## src/rtl/pac_game_pkg.sv

```systemverilog
`default_nettype none
// ============================================================================
// Module   : pac_game_pkg
// Purpose  : Shared types and constants for the gameplay bookkeeping stage:
//            the game-status state encoding, point values, ghost-chain limit
//            and a saturating score adder.
// Ports    : none (package)
// Revision : 1.0 - initial release
// ============================================================================
package pac_game_pkg;

   typedef enum logic [2:0] {
      ST_IDLE   = 3'd0,
      ST_PLAY   = 3'd1,
      ST_INVULN = 3'd2,
      ST_DEAD   = 3'd3,
      ST_WON    = 3'd4
   } state_t;

   localparam logic [15:0] PTS_PELLET = 16'd10;
   localparam logic [15:0] PTS_POWER  = 16'd50;
   localparam logic [15:0] PTS_GHOST  = 16'd200;

   // Ghost chain index saturates here: 200 << 3 = 1600 points per ghost.
   localparam logic [1:0]  CHAIN_MAX  = 2'd3;

   function automatic logic [15:0] sat_add16(input logic [15:0] a,
                                             input logic [15:0] b);
      logic [16:0] sum;
      sum = {1'b0, a} + {1'b0, b};
      return sum[16] ? 16'hFFFF : sum[15:0];
   endfunction

endpackage
`default_nettype wire

```

## src/rtl/frame_timer.sv

```systemverilog
`default_nettype none
// ============================================================================
// Module   : frame_timer
// Purpose  : Frame-granular down counter. Loads a value, decrements once per
//            frame tick while enabled and flags the tick that reaches zero.
// Ports    : clk        - system clock
//            rst        - synchronous active-high clear
//            en         - counting/loading enable (freezes the count when 0)
//            load       - load request (has priority over tick)
//            load_value - value to load
//            tick       - one-cycle frame pulse
//            active     - count is nonzero
//            expire     - the current tick takes the count from 1 to 0
// Revision : 1.0 - initial release
// ============================================================================
module frame_timer
   import pac_game_pkg::*;
#(
   parameter int WIDTH = 9
) (
   input  logic             clk,
   input  logic             rst,
   input  logic             en,
   input  logic             load,
   input  logic [WIDTH-1:0] load_value,
   input  logic             tick,
   output logic             active,
   output logic             expire
);

   logic [WIDTH-1:0] count;

   always_ff @(posedge clk) begin
      if (rst) begin
         count <= '0;
      end else if (en) begin
         if (load)
            count <= load_value;
         else if (tick && (count != '0))
            count <= count - 1'b1;
      end
   end

   assign active = (count != '0);
   assign expire = en && !load && tick && (count == WIDTH'(1));

endmodule
`default_nettype wire

```

## src/rtl/pac_game_status.sv

```systemverilog
`default_nettype none
// ============================================================================
// Module   : pac_game_status
// Purpose  : Gameplay bookkeeping ahead of the screen-state FSM. Tracks score,
//            lives, pellets, frightened mode and respawn invulnerability, and
//            raises pacDeath / winsignal levels to end the Game screen.
// Ports    : Clk, Reset            - clock, synchronous active-high reset
//            frame_tick            - one pulse per video frame
//            startscreen           - level-sensitive game clear
//            gamescreen            - enables bookkeeping
//            pellet_eaten,
//            power_eaten,
//            ghost_hit             - one-cycle gameplay events
//            pacDeath, winsignal   - end-of-game levels
//            score, lives,
//            pellets_left          - counters
//            frightened, invuln    - mode flags
//            respawn               - pulse on non-final life loss
// Revision : 1.0 - initial release
// ============================================================================
module pac_game_status
   import pac_game_pkg::*;
#(
   parameter int TOTAL_PELLETS = 244,
   parameter int START_LIVES   = 3,
   parameter int FRIGHT_FRAMES = 360,
   parameter int INVULN_FRAMES = 120
) (
   input  logic        Clk,
   input  logic        Reset,
   input  logic        frame_tick,
   input  logic        startscreen,
   input  logic        gamescreen,
   input  logic        pellet_eaten,
   input  logic        power_eaten,
   input  logic        ghost_hit,
   output logic        pacDeath,
   output logic        winsignal,
   output logic [15:0] score,
   output logic [1:0]  lives,
   output logic [7:0]  pellets_left,
   output logic        frightened,
   output logic        invuln,
   output logic        respawn
);

   localparam int FRIGHT_W = $clog2(FRIGHT_FRAMES + 1);
   localparam int INVULN_W = $clog2(INVULN_FRAMES + 1);
   localparam logic [FRIGHT_W-1:0] FRIGHT_LOAD = FRIGHT_W'(FRIGHT_FRAMES);
   localparam logic [INVULN_W-1:0] INVULN_LOAD = INVULN_W'(INVULN_FRAMES);
   localparam logic [7:0]          PEL_INIT    = 8'(TOTAL_PELLETS);
   localparam logic [1:0]          LIVES_INIT  = 2'(START_LIVES);

   state_t      state, state_next;
   logic [15:0] score_next;
   logic [1:0]  lives_next;
   logic [7:0]  pellets_next;
   logic [1:0]  chain, chain_next;
   logic        respawn_next;
   logic        clear;
   logic        run;
   logic        fright_load, invuln_load;
   logic        fright_expire, invuln_expire;
   logic        invuln_active;
   logic        hit_scored, normal_hit, win;
   logic [1:0]  n_pel;
   logic [15:0] points;

   // startscreen is a level-sensitive clear with the same effect as Reset.
   assign clear = Reset || startscreen;

   // Bookkeeping only advances while playing and the Game screen is shown;
   // otherwise everything (timers included) holds.
   assign run = gamescreen && ((state == ST_PLAY) || (state == ST_INVULN));

   assign fright_load = run && power_eaten;

   frame_timer #(.WIDTH(FRIGHT_W)) u_fright_timer (
      .clk        (Clk),
      .rst        (clear),
      .en         (run),
      .load       (fright_load),
      .load_value (FRIGHT_LOAD),
      .tick       (frame_tick),
      .active     (frightened),
      .expire     (fright_expire)
   );

   frame_timer #(.WIDTH(INVULN_W)) u_invuln_timer (
      .clk        (Clk),
      .rst        (clear),
      .en         (run),
      .load       (invuln_load),
      .load_value (INVULN_LOAD),
      .tick       (frame_tick),
      .active     (invuln_active),
      .expire     (invuln_expire)
   );

   always_comb begin
      state_next   = state;
      lives_next   = lives;
      chain_next   = chain;
      respawn_next = 1'b0;
      invuln_load  = 1'b0;
      points       = 16'd0;
      n_pel        = 2'd0;

      // Ghost scoring and normal hits use the registered fright state, so a
      // power pellet in the same cycle as a hit leaves the hit a normal one.
      hit_scored = run && ghost_hit && frightened;
      normal_hit = run && ghost_hit && !frightened && (state == ST_PLAY);

      if (run) begin
         if (pellet_eaten) begin
            points = points + PTS_PELLET;
            n_pel  = n_pel + 2'd1;
         end
         if (power_eaten) begin
            points = points + PTS_POWER;
            n_pel  = n_pel + 2'd1;
         end
         if (hit_scored)
            points = points + (PTS_GHOST << chain);
      end

      score_next   = sat_add16(score, points);
      pellets_next = (pellets_left > {6'd0, n_pel}) ? (pellets_left - {6'd0, n_pel}) : 8'd0;
      win          = run && (pellets_next == 8'd0);

      // Chain restarts with each power pellet and when fright runs out; the
      // score above already used the pre-increment chain value.
      if (fright_load || fright_expire)
         chain_next = 2'd0;
      else if (hit_scored && (chain != CHAIN_MAX))
         chain_next = chain + 2'd1;

      case (state)
         ST_IDLE: begin
            if (gamescreen)
               state_next = ST_PLAY;
         end
         ST_PLAY, ST_INVULN: begin
            // Clearing the maze beats any simultaneous normal hit.
            if (win) begin
               state_next = ST_WON;
            end else if (normal_hit) begin
               if (lives == 2'd1) begin
                  lives_next = 2'd0;
                  state_next = ST_DEAD;
               end else begin
                  lives_next   = lives - 2'd1;
                  respawn_next = 1'b1;
                  invuln_load  = 1'b1;
                  state_next   = ST_INVULN;
               end
            end else if ((state == ST_INVULN) && invuln_expire) begin
               state_next = ST_PLAY;
            end
         end
         default: begin
            state_next = state;
         end
      endcase
   end

   always_ff @(posedge Clk) begin
      if (clear) begin
         state        <= ST_IDLE;
         score        <= 16'd0;
         lives        <= LIVES_INIT;
         pellets_left <= PEL_INIT;
         chain        <= 2'd0;
         respawn      <= 1'b0;
      end else begin
         state        <= state_next;
         score        <= score_next;
         lives        <= lives_next;
         pellets_left <= pellets_next;
         chain        <= chain_next;
         respawn      <= respawn_next;
      end
   end

   assign pacDeath  = (state == ST_DEAD);
   assign winsignal = (state == ST_WON);
   // The invuln timer only runs inside INVULN; the state alone defines the flag.
   assign invuln    = (state == ST_INVULN) || (invuln_active && 1'b0);

endmodule
`default_nettype wire

```

## config.mk

```make
export PLATFORM = sky130hd
export DESIGN_NAME = pac_game_status
export DESIGN_NICKNAME = d
export VERILOG_FILES = /design/src/rtl/pac_game_pkg.sv /design/src/rtl/frame_timer.sv /design/src/rtl/pac_game_status.sv
export SDC_FILE = /design/constraint.sdc
export NUM_CORES = 1
export LEC_CHECK = 0
export ABC_AREA = 1
export BUFFER_PORTS_ARGS = -buffer_cell sky130_fd_sc_hd__buf_4
export CORE_MARGIN = 10
export CORE_UTILIZATION = 38
export DETAILED_ROUTE_END_ITERATION = 12
export SYNTH_ARGS = -nofsm -noshare
export SYNTH_HDL_FRONTEND = slang
export SYNTH_SLANG_ARGS = --single-unit
export TNS_END_PERCENT = 50
```

## constraint.sdc

```tcl
create_clock -name Clk -period 3.6 [get_ports Clk]
set_clock_uncertainty 0.1 [all_clocks]
set_input_delay 0.72 -clock Clk [delete_from_list [all_inputs] [get_ports Clk]]
set_output_delay 0.72 -clock Clk [all_outputs]
set_load 0.02 [all_outputs]
```

==> summary.md <==
| Metric | Value |
|---|---|
| Max clock buf depth | `2` |
| Top cell type's share of synthesized area | `0.290` |
| Synth area leader | `dfxtp_1` |
| First-pass GRT wire length | `13700 um` |
| IO Count | `39` |
| DP HPWL | `6390 um` |
| Seq cells post-synth | `48` |
| Die area | `12800 um^2` |
| Minimum clock period | `3.44 ns` |
| Slew margin rel. | `0.434` |
| Reg power frac | `0.557` |
| Clk pwr share | `0.358` |
| Sw Share | `0.252` |
| Pre-CTS WS | `0.0193 ns` |
| Compound-Gate Fraction of Synth Area | `0.124` |
| Post-Syn Nets | `508` |
| Via total after detailed routing | `3098` |
| Yosys warnings | `0` |
| Layout cells sized above 1 | `0.182` |
| Routed Antenna Nets | `0` |
| Chip Height | `113 um` |
| Xor/xnor cell area share of the yosys netlist | `0.0397` |
| Status | `finished clean` |
| Num rows | `33` |
| Hold slack | `0.369 ns` |
| Setup WS post-layout | `0.160 ns` |
| MaxCap Viol Count | `0` |
| Synth Area in Simple Gates | `0.337` |
| Synth unique cells | `42` |
| Most numerous cell in the Yosys netlist | `nand2_1` |
| Global-route usage over all layers | `0.124` |
| Detailed Route Iter0 Violations | `166` |
| Mux cell area share after synthesis | `0` |
| Setup TNS | `0 ns` |
| Post-synth EDFFs | `0` |
| Max-slew violations | `0` |
| Post-Synth Adder-Cell Area | `0.124` |
| Vias in the first global route | `2979` |
| Top cells by area, synth | `dfxtp_1 29%, ha_1 11%, nand2_1 10%` |
| Vias per Instance | `4.94` |
| Final setup fails | `0` |
| Grt ovf | `0` |
| Critical path peak fanout | `5` |
| Crit share post-route | `0.956` |
| Ys async rst share | `0` |
| Crit path capture type | `flop` |
| P&R area growth vs syn | `17.9%` |
| Drt drc | `0` |
| H-Tree Depth | `2` |
| Cell Area, Synth | `3310 um^2` |
| Startpoint Class | `flop` |
| Combinational share of power | `0.086` |
| Unrepaired setup endpoints after global routing | `yes` |
| WS Path Type | `flop to flop` |
| Switching pwr | `0.000243 W` |
| Core area | `8340 um^2` |
| VDD IR max | `129 uV` |
| Routability cong. | `0.877` |
| Initial Utilization | `0.397` |
| Main combinational cell family by area after synthesis | `simple AND/OR/NAND/NOR gates` |
| Cts bufs inserted | `5` |
| Most used flip-flop cell after synthesis | `dfxtp_1` |
| Hold Fails Final Rpt | `0` |
| Syn Inst Count | `469` |
| HP Class | `flop to flop` |
| 1st-pass router iterations | `4` |
| Initial antenna violation count | `0` |
| Fin cells | `627` |
| Largest net degree at the start of global routing | `25` |
| P_leak | `1.92 nW` |
| Peak Freq | `0.291 GHz` |
| Post-synthesis sequential area ratio | `0.290` |
| Mean Syn Cell Area | `7.06 um^2` |
| Routed len/inst | `12.8 um` |
| TritonCTS Sinks | `48` |
| Reg clk slew, reported paths | `0.09 ns` |
| Final WL | `8050 um` |
| Ant. Diodes | `0` |
| Int Power | `0.000720 W` |
| Power after layout | `0.000963 W` |
| Crit path required time | `3.70 ns` |
| Fin nets | `560` |
| CTS tree | `done` |
| Width of the die | `113 um` |
| Critical path data arrival time | `3.54 ns` |
| R2R Setup Slk | `0.16 ns` |
| Number of port buffers | `38` |
| Pwr/cell area | `247 nW/um^2` |
| Clk_lat worst skew | `0.30 ns` |
| Slew @ Worst Pin | `0.848 ns` |
| Commonest cells in the synthesized netlist | `90 x nand2_1, 62 x inv_1, 60 x nor2_1` |
| Cells after DPL | `618` |
| Root buffer cell | `clkbuf_8` |
| Fill cells | `848` |
[path summary, 6_finish.rpt]
path | from | to | cells past startpoint
setup / recovery | chain[1] | score[3] | 20
hold / removal | u_fright_timer.count[6] | u_fright_timer.count[6] | 2
setup reg to reg | chain[1] | score[3] | 20
hold reg to reg | u_fright_timer.count[6] | u_fright_timer.count[6] | 2
[routing by layer]
layer	wire, um	GRT usage
met1	3880	0.160
met4	129	0.0398
met5	0	0
met2	3620	0.200
met3	414	0.0280
[repair_timing]
action / in CTS / in global routing
gates resized for setup: 0 / 8
hold buffers: 0 / 0
setup endpoints to repair: 0 / 15
endpoints found under the hold margin: 0 / 0
setup buffers: 0 / 1
[stage by stage]
step | area, um^2 | util
2_1_floorplan | 3310 | -
3_3_place_gp | 3790 | 0.454
3_5_place_dp | 3790 | 0.454
4_1_cts | 3880 | 0.465
5_1_grt | 3900 | 0.468
6_report | 3900 | 0.468
[cell families after synthesis]
kind of cell,count (synthesis)
buf+inv,74
simple gates,228
flops,48
xor+xnor,15
fa+ha+maj,31
compound gates,73
[state kept, by name, summed over array words and instances (netlist names)]
register              flops
lives                     2
state                     3
score                    16
chain                     2
u_invuln_timer.count      7
u_fright_timer.count      9
respawn                   1
pellets_left              8
[power groups by stage]
| stage | clock [W] | sequential [W] | combinational [W] |
|---|---|---|---|
| after floorplan | 0 | 0.000550 | 0.0000536 |
| after global placement | 0 | 0.000549 | 0.0000826 |
| after detailed placement | 0 | 0.000549 | 0.0000831 |
| after CTS | 0.000359 | 0.000537 | 0.0000835 |
| after global routing | 0.000378 | 0.000536 | 0.0000925 |
| final | 0.000344 | 0.000536 | 0.0000826 |
[cells in the final DEF, fill, tap and decap left out, types with 2 or more instances in the layout]
cell type	count
a211oi_1	2
a21o_1	6
a21oi_1	33
a21oi_2	2
a31oi_1	2
buf_4	49
clkbuf_8	6
dfxtp_1	46
fa_1	3
ha_1	28
inv_1	62
inv_2	6
nand2_1	90
nand2_2	3
nand2_4	4
nand3_1	28
nand3b_1	2
nand4_1	10
nand4_4	2
nor2_1	59
nor2_2	7
nor2_4	8
nor3_1	7
o21ai_0	20
o21ai_1	2
xnor2_1	7
xor2_1	8
[area by class of cell]
cell class	instances	area [um^2]	area share
multi-input cells	347	2080	0.533
repair buffers	49	368	0.0942
inverters	70	265	0.0679
clock buffers	7	86.3	0.0221
flip-flops and latches	48	966	0.247
clock inverters	1	7.51	0.00192
well taps	105	131	0.0337
[critical path: stages, from the launching register on]
cell	delay, ns
dfxtp_4	0.39
inv_1	0.10
ha_1	0.20
ha_1	0.21
fa_1	0.38
nand2_1	0.08
inv_1	0.04
nor2_1	0.09
nor2_1	0.07
nand2_1	0.09
xor2_1	0.15
nor2_1	0.07
ha_1	0.29
a21oi_1	0.22
o21ai_0	0.11
a22oi_1	0.29
buf_4	0.16
buf_4	0.12
o21ai_0	0.08
nand2_1	0.06
inv_1	0.04
No activity file was read; power rests on OpenSTA's default activity.
